$ cat src/rtl/uart_tx_frame.sv
// ---------------------------------------------------------------------------
// uart_tx_frame
//   UART transmit framer. Accepts one byte plus a parity selection and
//   serialises a frame on tx_out: start bit (0), 8 data bits LSB first,
//   optional parity bit, then STOP_BITS stop bits (1). Bit timing comes from
//   an external one-cycle baud_tick pulse, one per bit period.
//
// Parameters
//   STOP_BITS    number of stop bits, 1 or 2
//
// Ports
//   clk          system clock, rising edge
//   rst_n        asynchronous active-low reset
//   baud_tick    one-cycle pulse per bit period
//   tx_start     send request, accepted only while idle
//   data_in      byte to send, captured on acceptance
//   parity_type  01 odd, 10 even, 00/11 no parity; captured on acceptance
//   tx_out       registered serial line, idles high
//   busy         high from the cycle after acceptance to frame completion
//   done         one-cycle pulse in the cycle busy falls
// ---------------------------------------------------------------------------
module uart_tx_frame #(
  parameter int STOP_BITS = 1
) (
  input  logic       clk,
  input  logic       rst_n,
  input  logic       baud_tick,
  input  logic       tx_start,
  input  logic [7:0] data_in,
  input  logic [1:0] parity_type,
  output logic       tx_out,
  output logic       busy,
  output logic       done
);

  localparam logic [2:0] S_IDLE   = 3'd0;
  localparam logic [2:0] S_SYNC   = 3'd1;
  localparam logic [2:0] S_START  = 3'd2;
  localparam logic [2:0] S_DATA   = 3'd3;
  localparam logic [2:0] S_PARITY = 3'd4;
  localparam logic [2:0] S_STOP   = 3'd5;

  // Index of the final stop bit; the counter never needs more than one bit.
  localparam logic STOP_LAST = 1'(STOP_BITS - 1);

  logic [2:0] state;
  logic [2:0] bit_idx;
  logic       stop_cnt;
  logic [7:0] data_q;
  logic [1:0] par_q;

  logic par_en;
  logic par_bit;

  // Only 01 (odd) and 10 (even) carry a parity bit, i.e. exactly one bit set.
  assign par_en  = ^par_q;
  // Odd parity makes the total count of ones (data + parity) odd.
  assign par_bit = (par_q == 2'b01) ? ~^data_q : ^data_q;

  // NOTE: every register here is updated with non-blocking assignments so all
  // next-state values are computed from the same pre-edge snapshot.
  always_ff @(posedge clk or negedge rst_n) begin
    if (!rst_n) begin
      state    <= S_IDLE;
      bit_idx  <= 3'd0;
      stop_cnt <= 1'b0;
      data_q   <= 8'h00;
      par_q    <= 2'b00;
      tx_out   <= 1'b1;
      busy     <= 1'b0;
      done     <= 1'b0;
    end else begin
      done <= 1'b0;
      case (state)
        S_IDLE: begin
          // A tick coinciding with acceptance is deliberately not counted:
          // SYNC waits for the next one so the start bit is a full period.
          if (tx_start) begin
            data_q <= data_in;
            par_q  <= parity_type;
            busy   <= 1'b1;
            state  <= S_SYNC;
          end
        end
        S_SYNC: begin
          if (baud_tick) begin
            tx_out <= 1'b0;
            state  <= S_START;
          end
        end
        S_START: begin
          if (baud_tick) begin
            bit_idx <= 3'd0;
            tx_out  <= data_q[0];
            state   <= S_DATA;
          end
        end
        S_DATA: begin
          if (baud_tick) begin
            if (bit_idx != 3'd7) begin
              bit_idx <= bit_idx + 3'd1;
              tx_out  <= data_q[bit_idx + 3'd1];
            end else if (par_en) begin
              tx_out <= par_bit;
              state  <= S_PARITY;
            end else begin
              stop_cnt <= 1'b0;
              tx_out   <= 1'b1;
              state    <= S_STOP;
            end
          end
        end
        S_PARITY: begin
          if (baud_tick) begin
            stop_cnt <= 1'b0;
            tx_out   <= 1'b1;
            state    <= S_STOP;
          end
        end
        S_STOP: begin
          if (baud_tick) begin
            if (stop_cnt == STOP_LAST) begin
              busy    <= 1'b0;
              done    <= 1'b1;
              bit_idx <= 3'd0;
              state   <= S_IDLE;
            end else begin
              stop_cnt <= stop_cnt + 1'b1;
            end
          end
        end
        default: begin
          tx_out <= 1'b1;
          busy   <= 1'b0;
          state  <= S_IDLE;
        end
      endcase
    end
  end

endmodule
$ cat config.mk
export PLATFORM = sky130hd
export DESIGN_NAME = uart_tx_frame
export DESIGN_NICKNAME = d
export VERILOG_FILES = /design/src/rtl/uart_tx_frame.sv
export SDC_FILE = /design/constraint.sdc
export NUM_CORES = 1
export LEC_CHECK = 0
export ABC_CLOCK_PERIOD_IN_PS = 3300
export CAP_MARGIN = 25
export CORE_ASPECT_RATIO = 0.7
export CORE_MARGIN = 4
export CORE_UTILIZATION = 50
export DETAILED_ROUTE_END_ITERATION = 10
export GPL_ROUTABILITY_DRIVEN = 0
export MAX_ROUTING_LAYER = met4
export PLACE_DENSITY_LB_ADDON = 0.05
export SLEW_MARGIN = 20
export SYNTH_ARGS = -nofsm -noshare
export SYNTH_HDL_FRONTEND = slang
export SYNTH_SLANG_ARGS = --single-unit
$ cat constraint.sdc
create_clock -name clk -period 3.3 [get_ports clk]
set_input_delay 0.66 -clock clk [delete_from_list [all_inputs] [get_ports clk]]
set_output_delay 0.66 -clock clk [all_outputs]
set_load 0.03 [all_outputs]
-- Word-level counts from Yosys, hierarchy flattened
Index checks and enable logic that the tools add are counted.
- flip-flop bits (word level): 20
- bits of input ports: 14
- output and inout bits: 3
- logic and storage cells: 81
- add/subtract/negate cells: 2
- order comparisons: 1
- eq/ne operators: 17
- mux-type cells: 37
- bitwise gates (word level): 2
- reductions and logical operators: 14
- operators by type and width (operator ; count):
    2-to-1 mux 3 bit ; 11
    2-to-1 mux 1 bit ; 20
    != test 2 bit (second input constant) ; 10
    one-hot mux 3 bit (6 select lines) ; 1
    AND reduction 6 bit ; 2
    one-hot mux 3 bit (3 select lines) ; 1
    AND reduction 8 bit ; 1
    XNOR reduction 8 bit ; 1
    parity 8 bit ; 1
    equality test 3 x 2 -> 1 bit (second input constant) ; 2
    equality test 3 bit (second input constant) ; 2
    one-hot mux 1 bit (3 select lines) ; 2
    nonzero test 3 bit ; 2
    one-hot mux 1 bit (5 select lines) ; 1
    AND reduction 5 bit ; 1
    < comparator 3 x 4 -> 1 bit (second input constant) ; 1
    AND reduction 4 bit ; 1
    OR reduction 4 bit ; 1
    adder 3 x 1 -> 3 bit (second input constant) ; 1
    binary-select mux 1 bit (select 3 bit) ; 1
    equality test 3 x 1 -> 1 bit (second input constant) ; 1
    logical NOT 3 bit ; 1
    != test 3 bit (second input constant) ; 1
    equality test 2 x 1 -> 1 bit (second input constant) ; 1
    5 further kinds ; 6

-- Longest topological paths before layout
- word-level depth: 6
- depth in mapped cells: 7
- depth with buffers taken out: 7

-- Worst setup path after synthesis
No wires, ideal clock.
- path kind: flip-flop to flip-flop
- from: reg bit_idx[0]
- to: reg tx_out
- setup time: 72 ps
- arrival: 1572 ps
- required time: 3228 ps
- setup slack: 1657 ps
- cell stages (with the launch flop): 6
- buffers on the path: 0
- clock period less this slack: 1643 ps
- cells stage by stage: dfrtp_1 ha_1 ha_1 mux4_2 nor2b_1 o21ai_1
- longest elaborated chain between the ends: 6
- elaborated cells between the ends (all ways): 7
- classes of those cells: add/sub (1); eq/ne (1); mux (5)
- ends and longest elaborated chain (what ; line ; RTL):
    start, declared ; 47 ; logic [2:0] bit_idx;
    start signal, assigned ; 101 ; bit_idx <= bit_idx + 3'd1;
    adder 3 x 1 -> 3 bit ; 102 ; tx_out <= data_q[bit_idx + 3'd1];
    binary-select mux 1 bit (select 3 bit) ; 102 ;
    2-to-1 mux 1 bit (implied by the code) ; 102 ;
    2-to-1 mux 1 bit (*) ; 100 ; if (bit_idx != 3'd7) begin
    2-to-1 mux 1 bit (*) ; 99 ; if (baud_tick) begin
    one-hot mux 1 bit (5 select lines) (*) ; 74 ; case (state)
    end signal, assigned ; 94 ; tx_out <= data_q[0];
    end signal, assigned ; 102 ;
    end signal, assigned ; 104 ; tx_out <= par_bit;
    end, declared ; 31 ; output logic tx_out,
Mark *: on every way between the ends. The rest lies on a longest branch, timed or not. The select of a mux whose other input is x is not followed.
A chain may end at the register's enable or synchronous reset.

-- Worst setup path after layout
- from: reg tx_out
- to: out tx_out
No word-level cell between the ends.

==> results.toml <==
[place]
dpl-instance-area_sq_um = 1210
hpwl_microns = 1410
dp_cells = 129
numPortBuffers = 16

[sta]
period_share_pct = 67.0
fmax_mhz = 452
setup_viol = 0
rsz0062_at_grt = "false"
worst_pin_slew_ns = 0.465
whs_ns = 0.510
finalClockSkew_ns = 0.00515
hold_viol = 0
fin_setup_tns_ns = 0
finalCriticalPeriod_ns = 2.21
slew_viol_final = 0
max_slew_margin_pct = 68.9

[floorplan]
dieArea_sq_um = 2900
core_area_sq_um = 1920
chipHeight_microns = 46.3
ios = 17
die_x_microns = 62.7
initial_core_util_pct = 54.5
rows = 13

[clock_network]
cts_hold_buf = 0
cts_tree = "yes"
cts_max_path_buffers = 2
ctsResizeCount = 0
cts_sinks = 19
clk_pin_slew_ns = 0.11
ctsHtreeMaxLevel = 1
cts_setup_buffers = 0
worstSkewPairLatency_ns = 0.30
cts_buffers = 3
root_buffer = "clkbuf_4"

[power]
pwr-share-clk_pct = 10.4
p_sw_share_pct = 36.7
p_sw_uw = 420
peakVddDrop_v = 0.000476
powerDensity_nw_per_um2 = 918
power_frac_seq_pct = 40.3
p_leak_uw = 0.000574
comb_power_share_pct = 49.3
intPower_uw = 726

[final_layout]
drive_gt1_share_pct = 7.14
area_growth_pct = 19.4
layout_commonest_cell = "dfrtp_1"
most-common-layout-cells = "18 x dfrtp_1, 16 x clkdlybuf4s50_1, 13 x nand2_1"
postLayoutCoreUtil_pct = 65.1
post_layout_nonfiller_instances = 134
finalInstanceArea_sq_um = 1250
antenna_cells = 0
fin_nets = 130

[global_routing]
grt_remaining_overflow = 0
track_usage_pct = 16.0
grt_max_degree = 20
met2_usage_pct = 24.4
use_met3_pct = 6.59
grt_pass1_vias = 694
antenna_found_initial = 0
grtUsageMet1_pct = 19.5
grt.busiest_layer = "met2"
grt_first_pass_wirelength_microns = 3300

[detailed_routing]
post_drt_wl_per_cell_microns = 13.9
num_vias = 714
final_antenna_net_count = 0
via_per_inst = 5.33
drtIter0Drc = 22
routed_wl_microns = 1860
dr.pass1.iters = 4
remaining_drc_errors = 0

[synthesis]
synthDominantCellAreaShare_pct = 43.1
synth_area_leaders = "dfrtp_1 43%, mux2_1 11%, mux2i_1 5.7%"
syn_avg_cell_area_sq_um = 10.9
synth.largest_area_cell = "dfrtp_1"
seq_area_frac_synth_pct = 45.6
yosys_warnings = 0
syn_nets = 113
synthDistinctLibCells = 32
synthCells = 96
netlist_area_sq_um = 1050
ys_seq_elements = 19

[critical_path]
worstPathMaxFanout = 4
worstSetupPathType = "flip-flop to output pin"
critical_path.top_delay_family = "buffers and inverters"
endpoint_kind = "output pin"
worstPathArrival_ns = 1.55
cp-start-kind = "flip-flop"
ff2ff_setup_slack_ns = 1.38
crit_buf_inv = 1
cp.required_ns = 2.64
cpPeakStageDelay_ns = 0.67
slowest_stage = "clkdlybuf4s50_1"
critical_path.cell_chain = "clkdlybuf4s50_1"

[hold_path]
hp-class = "flip-flop to flip-flop"

[job]
max_cap_violations = 0

[run_status]
status = "finished clean"
[state kept, by name, indices dropped and copies added, names as in the netlist]
register  cells
tx_out        1
par_q         2
bit_idx       3
state         3
data_q        8
busy          1
done          1
[final timing paths]
path	startpoint	to	cells after the start
worst min-delay path	par_q[0]$_DFFE_PN0P_	par_q[0]$_DFFE_PN0P_	1
worst min register to register	par_q[0]$_DFFE_PN0P_	par_q[0]$_DFFE_PN0P_	1
worst max register to register	bit_idx[0]$_DFFE_PN0P_	tx_out$_DFFE_PN1P_	5
max in group asynchronous	rst_n	data_q[2]$_DFFE_PN0P_	2
min in group asynchronous	rst_n	par_q[1]$_DFFE_PN0P_	1
worst max-delay path	tx_out$_DFFE_PN1P_	tx_out	1
[cell families (layout without fill, tap and decap cells)]
family | Yosys count | in the layout | share of synthesized area [%]
AND/OR/NAND/NOR | 25 | 25 | 11.1
flip-flops | 19 | 19 | 45.6
multiplexers | 17 | 17 | 18.7
AO/OA/AOI/OAI | 16 | 16 | 9.21
buffers and inverters | 9 | 25 | 3.95
XOR/XNOR | 7 | 7 | 7.89
adder cells (fa/ha/maj) | 3 | 3 | 3.59
[metrics by stage]
step           total power (uW)  setup slack, ns
5_1_grt                    1260             1.04
6_report                   1150             1.09
4_1_cts                    1160             1.08
3_5_place_dp               1040             1.17
2_1_floorplan               915             1.66
3_3_place_gp               1020             1.27
[cell type report]
| type | instances | area, sq um |
|---|---|---|
| Clock buffer | 4 | 26.3 |
| Fill cell | 170 | 671 |
| Inverter | 3 | 11.3 |
| Multi-Input combinational cell | 68 | 528 |
| Sequential cell | 19 | 477 |
| Tap cell | 22 | 27.5 |
| Timing Repair Buffer | 18 | 179 |
[metal layers]
layer / vias up / wire length, microns
met3: 2 / 88
met4: 0 / 16
li1: 370 / -
met5: - / 0
met1: 329 / 1010
met2: 13 / 746
[Yosys cell counts]
master,instances
inv_1,3
o21ai_1,6
xnor2_2,1
mux4_2,1
xnor3_1,1
mux2_1,10
o21a_1,1
nand3_1,1
buf_2,3
mux2i_1,6
xnor2_1,4
nor3b_1,1
xor2_1,1
o21bai_1,1
and4b_1,1
buf_4,1
a21oi_1,3
dfstp_2,1
o221ai_1,1
a21o_1,1
nor2b_1,2
nand2_1,13
o21ai_0,1
nor3_1,1
nor2_1,4
nand4_1,1
nand2b_1,1
o22ai_1,1
dfrtp_1,18
clkbuf_1,2
a221oi_1,1
ha_1,3
[power by group through the flow]
| stage | Clock (uW) | Sequential (uW) | Combinational [uW] |
|---|---|---|---|
| 3_5_place_dp | 0 | 467 | 569 |
| 6_report | 119 | 462 | 566 |
| 2_1_floorplan | 0 | 430 | 485 |
| 4_1_cts | 123 | 461 | 570 |
| 5_1_grt | 138 | 482 | 636 |
| 3_3_place_gp | 0 | 461 | 556 |
Note: power is estimated with default switching activity, not from simulation.
